$ cat config.mk
export PLATFORM = sky130hd
export DESIGN_NAME = alu_pipe_flat
export DESIGN_NICKNAME = d
export VERILOG_FILES = /design/src/rtl/alu_pipe_if.sv /design/src/rtl/alu_pipe.sv /design/src/flat_wrapper.sv
export SDC_FILE = /design/constraint.sdc
export NUM_CORES = 1
export LEC_CHECK = 0
export BUFFER_PORTS_ARGS = -buffer_cell sky130_fd_sc_hd__buf_2
export CORE_MARGIN = 1
export CORE_UTILIZATION = 40
export DETAILED_ROUTE_END_ITERATION = 8
export GPL_TIMING_DRIVEN = 1
export PLACE_DENSITY = 0.69
export SLEW_MARGIN = 20
export SYNTH_ARGS = -nofsm -noshare
export SYNTH_HDL_FRONTEND = slang
export SYNTH_SLANG_ARGS = --single-unit
export TNS_END_PERCENT = 5
$ cat constraint.sdc
create_clock -name clk -period 5.1 [get_ports clk]
set_input_delay 0.255 -clock clk [delete_from_list [all_inputs] [get_ports clk]]
set_output_delay 0.255 -clock clk [all_outputs]
set_load 0.005 [all_outputs]
$ cat src/rtl/alu_pipe_if.sv
// -----------------------------------------------------------------------------
// alu_pipe_if -- request/response bundle for the alu_pipe block.
//
// Signals
//   in_valid / in_ready : request handshake, transfer when both are high
//   op, a, b            : opcode and operands, sampled on transfer
//   out_valid/out_ready : response handshake, consumed when both are high
//   result, out_err     : registered result and illegal-opcode indication
//   flag_n/z/c/v        : registered status flags
//   busy                : high while a multiply iterates
//
// Modports
//   master : request producer / response consumer (drives op, a, b, handshakes)
//   slave  : the ALU itself
// -----------------------------------------------------------------------------
interface alu_pipe_if #(
   parameter int WIDTH = 16
) ();

   logic             in_valid;
   logic             in_ready;
   logic [3:0]       op;
   logic [WIDTH-1:0] a;
   logic [WIDTH-1:0] b;
   logic             out_valid;
   logic             out_ready;
   logic [WIDTH-1:0] result;
   logic             out_err;
   logic             flag_n;
   logic             flag_z;
   logic             flag_c;
   logic             flag_v;
   logic             busy;

   modport master (
      output in_valid, op, a, b, out_ready,
      input  in_ready, out_valid, result, out_err,
      input  flag_n, flag_z, flag_c, flag_v, busy
   );

   modport slave (
      input  in_valid, op, a, b, out_ready,
      output in_ready, out_valid, result, out_err,
      output flag_n, flag_z, flag_c, flag_v, busy
   );

endinterface

$ cat src/rtl/alu_pipe.sv
// -----------------------------------------------------------------------------
// alu_pipe -- handshaked ALU with registered result and N/Z/C/V flags.
//
// Ports
//   clk   : single clock, all state on its rising edge
//   rst_n : synchronous active-low reset
//   bus   : alu_pipe_if.slave (request, response, flags, busy)
//
// Opcodes: 0 ADD, 1 SUB, 2 ADC, 3 SBC, 4 AND, 5 OR, 6 XOR, 7 NOT,
//          8 SHL, 9 SHR, A ASR, B CMP, C MUL (optional), D-F reserved.
// Ops 0-B complete in one cycle; the response is held in HOLD until consumed.
// Reserved opcodes return result 0 with out_err set and leave the flags alone.
//
// Configuration
//   ALU_PIPE_MUL_EN : when defined, op C is an unsigned shift-add multiply that
//                     iterates WIDTH cycles in state MUL with busy high. When
//                     undefined, op C is treated as a reserved opcode and busy
//                     is tied low.
// -----------------------------------------------------------------------------
module alu_pipe #(
   parameter int WIDTH = 16
) (
   input logic       clk,
   input logic       rst_n,
   alu_pipe_if.slave bus
);

   localparam int MSB = WIDTH - 1;

   localparam logic [3:0] OP_ADD = 4'h0;
   localparam logic [3:0] OP_SUB = 4'h1;
   localparam logic [3:0] OP_ADC = 4'h2;
   localparam logic [3:0] OP_SBC = 4'h3;
   localparam logic [3:0] OP_AND = 4'h4;
   localparam logic [3:0] OP_OR  = 4'h5;
   localparam logic [3:0] OP_XOR = 4'h6;
   localparam logic [3:0] OP_NOT = 4'h7;
   localparam logic [3:0] OP_SHL = 4'h8;
   localparam logic [3:0] OP_SHR = 4'h9;
   localparam logic [3:0] OP_ASR = 4'hA;
   localparam logic [3:0] OP_CMP = 4'hB;
   localparam logic [3:0] OP_MUL = 4'hC;

   localparam logic [1:0] ST_IDLE = 2'd0;
   localparam logic [1:0] ST_HOLD = 2'd2;
`ifdef ALU_PIPE_MUL_EN
   localparam logic [1:0] ST_MUL  = 2'd1;
   localparam int         CNT_W   = $clog2(WIDTH);
`endif

   // ---------------------------------------------------------------------------
   // State
   // ---------------------------------------------------------------------------
   logic [1:0]       state_q, state_d;
   logic [WIDTH-1:0] result_q, result_d;
   logic             err_q, err_d;
   logic             flag_n_q, flag_n_d;
   logic             flag_z_q, flag_z_d;
   logic             flag_c_q, flag_c_d;
   logic             flag_v_q, flag_v_d;

`ifdef ALU_PIPE_MUL_EN
   logic [CNT_W-1:0]   cnt_q, cnt_d;
   logic [2*WIDTH-1:0] acc_q, acc_d;
   logic [2*WIDTH-1:0] mcand_q, mcand_d;
   logic [WIDTH-1:0]   mplier_q, mplier_d;
   logic               is_mul;
`endif

   logic xfer;

   // ---------------------------------------------------------------------------
   // Single-cycle datapath
   // ---------------------------------------------------------------------------
   logic [WIDTH-1:0] a, b;
   logic [WIDTH:0]   sum_ext, dif_ext;
   logic             add_cin, sub_cin;
   logic [WIDTH-1:0] alu_val, alu_res;
   logic             alu_c, alu_v, alu_err;

   assign a = bus.a;
   assign b = bus.b;

   // Subtraction is a + ~b + 1; with the carry-in replaced by the stored carry,
   // SBC subtracts the inverted carry as a borrow. Carry out then reads as
   // "no borrow", which is exactly the C flag for SUB/SBC/CMP.
   assign add_cin = (bus.op == OP_ADC) & flag_c_q;
   assign sub_cin = (bus.op == OP_SBC) ? flag_c_q : 1'b1;
   assign sum_ext = {1'b0, a} + {1'b0, b}  + (WIDTH+1)'(add_cin);
   assign dif_ext = {1'b0, a} + {1'b0, ~b} + (WIDTH+1)'(sub_cin);

   // NOTE: every output of a combinational block gets a default on entry so no
   // path through the case statement leaves a variable unassigned (no latches).
   always_comb begin : alu_comb
      alu_val = '0;
      alu_c   = 1'b0;
      alu_v   = 1'b0;
      alu_err = 1'b0;
      unique case (bus.op)
         OP_ADD, OP_ADC: begin
            alu_val = sum_ext[MSB:0];
            alu_c   = sum_ext[WIDTH];
            alu_v   = (a[MSB] == b[MSB]) && (sum_ext[MSB] != a[MSB]);
         end
         OP_SUB, OP_SBC, OP_CMP: begin
            alu_val = dif_ext[MSB:0];
            alu_c   = dif_ext[WIDTH];
            alu_v   = (a[MSB] != b[MSB]) && (dif_ext[MSB] != a[MSB]);
         end
         OP_AND: alu_val = a & b;
         OP_OR:  alu_val = a | b;
         OP_XOR: alu_val = a ^ b;
         OP_NOT: alu_val = ~a;
         OP_SHL: begin
            alu_val = {a[MSB-1:0], 1'b0};
            alu_c   = a[MSB];
         end
         OP_SHR: begin
            alu_val = {1'b0, a[MSB:1]};
            alu_c   = a[0];
         end
         OP_ASR: begin
            alu_val = {a[MSB], a[MSB:1]};
            alu_c   = a[0];
         end
         // The multiplier, when built in, is steered away by the FSM before
         // this result is used, so op C looks reserved from the ALU's view.
         OP_MUL:  alu_err = 1'b1;
         default: alu_err = 1'b1;
      endcase
      // CMP publishes flags of a-b but hands back a unchanged.
      alu_res = (bus.op == OP_CMP) ? a : alu_val;
   end

   // ---------------------------------------------------------------------------
   // Handshake and next-state logic
   // ---------------------------------------------------------------------------
   assign bus.in_ready  = (state_q == ST_IDLE) || ((state_q == ST_HOLD) && bus.out_ready);
   assign bus.out_valid = (state_q == ST_HOLD);
   assign xfer          = bus.in_valid && bus.in_ready;

`ifdef ALU_PIPE_MUL_EN
   assign is_mul   = (bus.op == OP_MUL);
   assign bus.busy = (state_q == ST_MUL);
`else
   assign bus.busy = 1'b0;
`endif

   always_comb begin : fsm_comb
      state_d  = state_q;
      result_d = result_q;
      err_d    = err_q;
      flag_n_d = flag_n_q;
      flag_z_d = flag_z_q;
      flag_c_d = flag_c_q;
      flag_v_d = flag_v_q;
`ifdef ALU_PIPE_MUL_EN
      cnt_d    = cnt_q;
      acc_d    = acc_q;
      mcand_d  = mcand_q;
      mplier_d = mplier_q;
`endif
      unique case (state_q)
         ST_IDLE, ST_HOLD: begin
            if (xfer) begin
`ifdef ALU_PIPE_MUL_EN
               if (is_mul) begin
                  state_d  = ST_MUL;
                  cnt_d    = '0;
                  acc_d    = '0;
                  mcand_d  = {{WIDTH{1'b0}}, a};
                  mplier_d = b;
               end else
`endif
               begin
                  state_d  = ST_HOLD;
                  result_d = alu_res;
                  err_d    = alu_err;
                  if (!alu_err) begin
                     flag_n_d = alu_val[MSB];
                     flag_z_d = (alu_val == '0);
                     flag_c_d = alu_c;
                     flag_v_d = alu_v;
                  end
               end
            end else if (state_q == ST_HOLD && bus.out_ready) begin
               state_d = ST_IDLE;
            end
         end
`ifdef ALU_PIPE_MUL_EN
         ST_MUL: begin
            // One partial product per cycle; the final iteration writes the
            // response directly so out_valid rises WIDTH cycles after entry.
            acc_d    = acc_q + (mplier_q[0] ? mcand_q : '0);
            mcand_d  = mcand_q << 1;
            mplier_d = mplier_q >> 1;
            cnt_d    = cnt_q + 1'b1;
            if (cnt_q == CNT_W'(WIDTH - 1)) begin
               state_d  = ST_HOLD;
               cnt_d    = '0;
               result_d = acc_d[MSB:0];
               err_d    = 1'b0;
               flag_n_d = acc_d[MSB];
               flag_z_d = (acc_d[MSB:0] == '0);
               flag_c_d = |acc_d[2*WIDTH-1:WIDTH];
               flag_v_d = 1'b0;
            end
         end
`endif
         default: state_d = ST_IDLE;
      endcase
   end

   // ---------------------------------------------------------------------------
   // Registers
   // ---------------------------------------------------------------------------
   // NOTE: sequential state uses non-blocking assignments only, so every flop
   // samples the pre-edge value of every other flop regardless of block order.
   always_ff @(posedge clk) begin
      if (!rst_n) begin
         state_q  <= ST_IDLE;
         result_q <= '0;
         err_q    <= 1'b0;
         flag_n_q <= 1'b0;
         flag_z_q <= 1'b0;
         flag_c_q <= 1'b0;
         flag_v_q <= 1'b0;
`ifdef ALU_PIPE_MUL_EN
         cnt_q    <= '0;
`endif
      end else begin
         state_q  <= state_d;
         result_q <= result_d;
         err_q    <= err_d;
         flag_n_q <= flag_n_d;
         flag_z_q <= flag_z_d;
         flag_c_q <= flag_c_d;
         flag_v_q <= flag_v_d;
`ifdef ALU_PIPE_MUL_EN
         cnt_q    <= cnt_d;
`endif
      end
   end

`ifdef ALU_PIPE_MUL_EN
   // NOTE: the multiply datapath is deliberately left out of reset; it is fully
   // loaded on every multiply transfer and nothing observes it outside MUL.
   always_ff @(posedge clk) begin
      acc_q    <= acc_d;
      mcand_q  <= mcand_d;
      mplier_q <= mplier_d;
   end
`endif

   assign bus.result = result_q;
   assign bus.out_err = err_q;
   assign bus.flag_n = flag_n_q;
   assign bus.flag_z = flag_z_q;
   assign bus.flag_c = flag_c_q;
   assign bus.flag_v = flag_v_q;

endmodule

$ cat src/flat_wrapper.sv
// flat-port wrapper written by rule: the top's interface ports become plain ports
module alu_pipe_flat 
#(
   parameter int WIDTH = 16
)
  (clk, rst_n, bus_in_valid, bus_op, bus_a, bus_b, bus_out_ready, bus_in_ready, bus_out_valid, bus_result, bus_out_err, bus_flag_n, bus_flag_z, bus_flag_c, bus_flag_v, bus_busy);
  alu_pipe_if #(.WIDTH(WIDTH)) bus_i ();
  input logic clk;
  input logic rst_n;
  input wire logic [$bits(bus_i.in_valid)-1:0] bus_in_valid;
  input wire logic [$bits(bus_i.op)-1:0] bus_op;
  input wire logic [$bits(bus_i.a)-1:0] bus_a;
  input wire logic [$bits(bus_i.b)-1:0] bus_b;
  input wire logic [$bits(bus_i.out_ready)-1:0] bus_out_ready;
  output wire logic [$bits(bus_i.in_ready)-1:0] bus_in_ready;
  output wire logic [$bits(bus_i.out_valid)-1:0] bus_out_valid;
  output wire logic [$bits(bus_i.result)-1:0] bus_result;
  output wire logic [$bits(bus_i.out_err)-1:0] bus_out_err;
  output wire logic [$bits(bus_i.flag_n)-1:0] bus_flag_n;
  output wire logic [$bits(bus_i.flag_z)-1:0] bus_flag_z;
  output wire logic [$bits(bus_i.flag_c)-1:0] bus_flag_c;
  output wire logic [$bits(bus_i.flag_v)-1:0] bus_flag_v;
  output wire logic [$bits(bus_i.busy)-1:0] bus_busy;
  assign bus_i.in_valid = bus_in_valid;
  assign bus_i.op = bus_op;
  assign bus_i.a = bus_a;
  assign bus_i.b = bus_b;
  assign bus_i.out_ready = bus_out_ready;
  assign bus_in_ready = bus_i.in_ready;
  assign bus_out_valid = bus_i.out_valid;
  assign bus_result = bus_i.result;
  assign bus_out_err = bus_i.out_err;
  assign bus_flag_n = bus_i.flag_n;
  assign bus_flag_z = bus_i.flag_z;
  assign bus_flag_c = bus_i.flag_c;
  assign bus_flag_v = bus_i.flag_v;
  assign bus_busy = bus_i.busy;
  alu_pipe #(.WIDTH(WIDTH)) u_core (.clk(clk), .rst_n(rst_n), .bus(bus_i));
endmodule
==> After elaboration in Yosys (flattened, before gate mapping) <==
Cells that the tools add are included.
{ "totals": {"elab_cells": 57, "output_inout_bits": 24, "input_bits": 40, "ff_bits": 22} }
{ "classes": {"bitwise_logic": 6, "n_eq_ne": 15, "mux": 8, "n_reduce_logical": 17, "addsub": 4} }
{ "ops": {"columns": ["operator", "n"], "rows": [
  ["$pmux 16 s9", 1],
  ["$add 16x16->17", 2],
  ["$add 17x1->17", 2],
  ["$not 16->16", 2],
  ["$and 16x16->16", 1],
  ["$eq 4x3->1 const B", 4],
  ["$eq 4x4->1 const B", 4],
  ["$logic_not 16->1", 1],
  ["$mux 16", 1],
  ["$or 16x16->16", 1],
  ["$xor 16x16->16", 1],
  ["$reduce_or 12->1", 1],
  ["$eq 4x2->1 const B", 2],
  ["$reduce_or 2->1", 3],
  ["$eq 4x1->1 const B", 1],
  ["$logic_and 1x1->1", 4],
  ["$logic_not 4->1", 1],
  ["$mux 2", 2],
  ["$pmux 1 s4", 1],
  ["$reduce_and 2->1", 2],
  ["$ne 1x1->1", 3],
  ["$reduce_and 3->1", 1],
  ["$reduce_or 3->1", 1],
  ["$logic_not 2->1", 1],
  ["other kinds (6)", 7]
]} }

==> Depth between registers and ports, before layout <==
{ "depth": {"ltp_word": 6, "depth_mapped": 18, "mapped_depth_nobuf": 15} }

==> Least setup slack after synthesis <==
OpenSTA, ideal clock, no wires.
{ "synth_timing": {"kind": "input -> register", "startpoint": "input bus_op[1]", "endpoint": "register u_core.flag_z_q, in the netlist u_core.bus.flag_z", "n_path_buf": 3, "stages": 16, "arrival_time_ns": 3.760, "required_time_ns": 5.016, "setup_ns": 0.084, "path_slack_ns": 1.256, "cell_sequence": "buf_6 > buf_2 > buf_2 > nor2b_1 > nand3_1 > fa_1 > fa_1 > nor2b_1 > o2111ai_1 > nand3_1 > or4bb_1 > a21oi_1 > and4_1 > o2111ai_1 > or4_1 > o31ai_2"} }
{ "synth_between": {"elab_chain_cells": 5, "elab_cells_between_ends": 22, "cone_classes": "2 x add/sub; 11 x eq/ne; 2 x mux; 1 x bitwise; 6 x reduce/logical"} }
{ "synth_rtl": {"columns": ["element", "line", "rtl"], "rows": [
  ["from (decl)", "flat_wrapper.sv:11", "input wire logic [$bits(bus_i.op)-1:0] bus_op;"],
  ["$eq 4x2->1 (on tied branches)", "alu_pipe.sv:88, alu_pipe.sv:99, alu_pipe.sv:87", null],
  ["$mux 1 / $and 1x1->1 (equally long branches)", "alu_pipe.sv:88, alu_pipe.sv:87", null],
  ["$add 17x1->17 (on tied branches)", "alu_pipe.sv:90, alu_pipe.sv:89", null],
  ["$pmux 16 s9", "alu_pipe.sv:99", "unique case (bus.op)"],
  ["$logic_not 16->1", "alu_pipe.sv:181", "flag_z_d = (alu_val == '0);"],
  ["to (signal assigned)", "alu_pipe.sv:236", "flag_z_q <= flag_z_d;"],
  ["to (decl)", "alu_pipe.sv:58", "logic flag_z_q, flag_z_d;"]
]} }
Several ways; a longest one is shown, not always the timed one.
A chain may end at the register's enable or synchronous reset.

==> Worst setup path after layout <==
Ends and elaborated chain as after synthesis.

==> flow_summary.toml <==
[status]
outcome = "completed"

[sta]
slew_headroom_pct = 28.93
rsz0062_at_grt = "no"
skew_ns = 0.001993
drv_slew = 0
tns_ns = 0
worstMarginPinSlew_ns = 1.062
hold_viol_final = 0
post-route-period-util_pct = 79.54
setup_viol = 0
layout_setup_ws_ns = 1.043
fmax_mhz = 246.5
min_period_ns = 4.057

[logic_synthesis]
synth_cells = 581
async_flop_share_pct = 0
synth.cell_area_um2 = 4164
syn_area_per_cell_um2 = 7.167
synth_ff_type = "dfxtp_1"
synth.distinct_cells = 78
ys_seq_area_share_pct = 10.58
ys_ff_latch = 22
yosysWarnings = 0
synth_edf_count = 0
syn-num-nets = 672

[worst_setup_path]
arrival_ns = 4.24
crit_required_ns = 5.28
cp_top_family = "compound AO/OA/AOI/OAI gates"
path_class = "in -> reg"
crit_chain = "buf_2 -> nor2b_1 -> nand3_1 -> fa_1 -> fa_1 -> nor2b_1 -> o211a_1 -> o211ai_1 -> o31ai_1 -> o211ai_1 -> a31oi_1 -> nand4_1 -> or4_1 -> o31ai_2"
crit_slowest_cell = "buf_2"
critPathMaxFanout = 27
path_buf_inv = 1
cp-end-kind = "register"
start_kind = "primary input"
max_stage_delay_ns = 0.51

[global_route]
grt_first_pass_wirelength_mm = 22.99
overflow = 0
grt_use_total_pct = 25.90
antenna_found_initial = 0
grt_max_degree = 33
grt_pass1_vias = 4522

[place]
gp_congestion = 0.9987
io_buffers = 62
dp_slack_ns = 0.8470
place_hpwl_mm = 10.74

[clock_tree]
clkLatencyLatePin_ns = 0.26
cts_tree = "built"
post-cts-setup-buffer-count = 0
cts_buffer_depth = 2
h-tree-depth = 1
hold_buffers = 0
cts_resized = 0
cts_sinks = 22
path_clk_slew_ns = 0.07
cts_inserted_buffers = 3
clockRootBuffer = "clkbuf_8"

[cells_and_area]
drive_gt1_share_pct = 13.98
insertedDiodeCount = 0
seqCellArea_um2 = 440.4
fillers = 1058
area_delta_synth_final_pct = 8.744
multi_input_area_um2 = 3356
final_nets = 701

[routing]
vias_per_cell = 6.561
dr_total_vias = 4862
drt-wirelength-per-cell_um = 19.40
drt-initial-drc-count = 485
wl_mm = 14.38
dr.pass1.iters = 5
drc_errors = 0
drtAntennaViolNets = 0

[floorplan]
die_height_um = 104.0
start_util_pct = 42.02
die_w_um = 104.0
pin_count = 64
coreArea_um2 = 9910
row_count = 36
dieArea_um2 = 10820

[flow_run]
drv_cap = 0

[pwr]
ir_worst_vdd_uv = 119.3
pwr_density_cell_nw_per_um2 = 159.2
p_leak_uw = 0.002009

[min_path]
min-delay-path-class = "in -> reg"
[cells in the final DEF, fill, tap and decap left out, types with 12 or more instances in the layout]
master / instances
o21ai_0: 23
nand2_1: 27
a21oi_1: 54
nor2b_1: 22
ha_1: 47
nor2_1: 56
buf_2: 62
nor3_1: 13
a211oi_1: 12
a22oi_1: 13
dfxtp_1: 22
inv_1: 47
nand3_1: 17
[through the flow]
stage | hold WS [ns] | instance area [um^2] | util (%) | std cells | total power (uW)
final | 0.2725 | 4528 | 45.69 | 741 | 721.1
after global placement | 0.4392 | 4482 | 45.23 | 738 | 597.9
after global routing | 0.2878 | 4528 | 45.69 | 741 | 767.5
after floorplan | 0.3938 | 4164 | - | 581 | 482.2
after detailed placement | 0.4486 | 4482 | 45.23 | 738 | 603.9
after CTS | 0.2723 | 4523 | 45.64 | 741 | 709.6
[tightest hold or removal path: cells and delay by family]
family | cells | cell delay (ns)
buffers and inverters | 2 | 0.16
AO/OA/AOI/OAI | 1 | 0.07
[final cells by class]
| type | instances | share of cell area (%) |
|---|---|---|
| tap | 133 | 3.675 |
| timing repair buffer | 67 | 7.682 |
| inverter | 47 | 3.896 |
| multi-input combinational | 469 | 74.11 |
| sequential | 22 | 9.726 |
| clock buffer | 3 | 0.9119 |
[flip-flops by register name, indices dropped and copies added, names as in the netlist]
register,flops
u_core.bus.flag_c,1
u_core.bus.flag_n,1
u_core.bus.flag_v,1
u_core.bus.flag_z,1
u_core.bus.out_err,1
u_core.bus.result,16
u_core.state_q,1
[routing by layer]
layer / GRT usage (%) / wire [um] / up-vias
met5: 0 / 0 / -
met1: 33.11 / 5910 / 2272
li1: - / - / 2225
met2: 42.86 / 6513 / 300
met3: 4.386 / 1307 / 65
met4: 10.82 / 646 / 0
[power breakdown]
part | switching (uW) | internal, uW | leakage [uW]
Clock | 53.6 | 52.7 | 0.0000216
Sequential | 6.25 | 185 | 0.000181
Combinational | 266 | 157 | 0.00181
[cell usage after synthesis, types with 10 or more instances]
cell type   n  area share (%)
inv_1      47             4.2
nor2b_1    22             3.3
nand3_1    18             2.2
mux2i_1    10             2.4
o21ai_0    23             2.8
a21oi_1    54             6.5
nor3_1     13             1.6
nand2b_1   10             1.5
nand2_1    27             2.4
a22oi_1    13             2.3
buf_2      10             1.2
clkbuf_1   25             2.3
a211oi_1   12             2.2
a221o_1    10             2.4
ha_1       47              14
dfxtp_1    22              11
nor2_1     56             5.0
[final timing paths]
| check | startpoint | end | slack, ns | depth (start not counted) |
|---|---|---|---|---|
| max reg2reg | u_core.bus.flag_c$_SDFFE_PN0P_ | u_core.bus.flag_z$_SDFFE_PN0P_ | 1.42 | 12 |
| min reg2reg | u_core.bus.result[14]$_SDFFE_PN0P_ | u_core.bus.result[14]$_SDFFE_PN0P_ | 0.45 | 2 |
| max | bus_op[1] | u_core.bus.flag_z$_SDFFE_PN0P_ | 1.04 | 14 |
| min | bus_in_valid | u_core.state_q[1]$_SDFFE_PN0P_ | 0.27 | 3 |
[kinds of logic after synthesis]
group	after synthesis	synth area share, %
compound gates	209	35.55
simple gates	196	25.27
buf+inv	90	9.315
fa+ha+maj	51	16.05
flops	22	10.58
mux	11	2.945
other cells	1	0.09006
xor+xnor	1	0.2104
(Power assumes the default switching activity.)
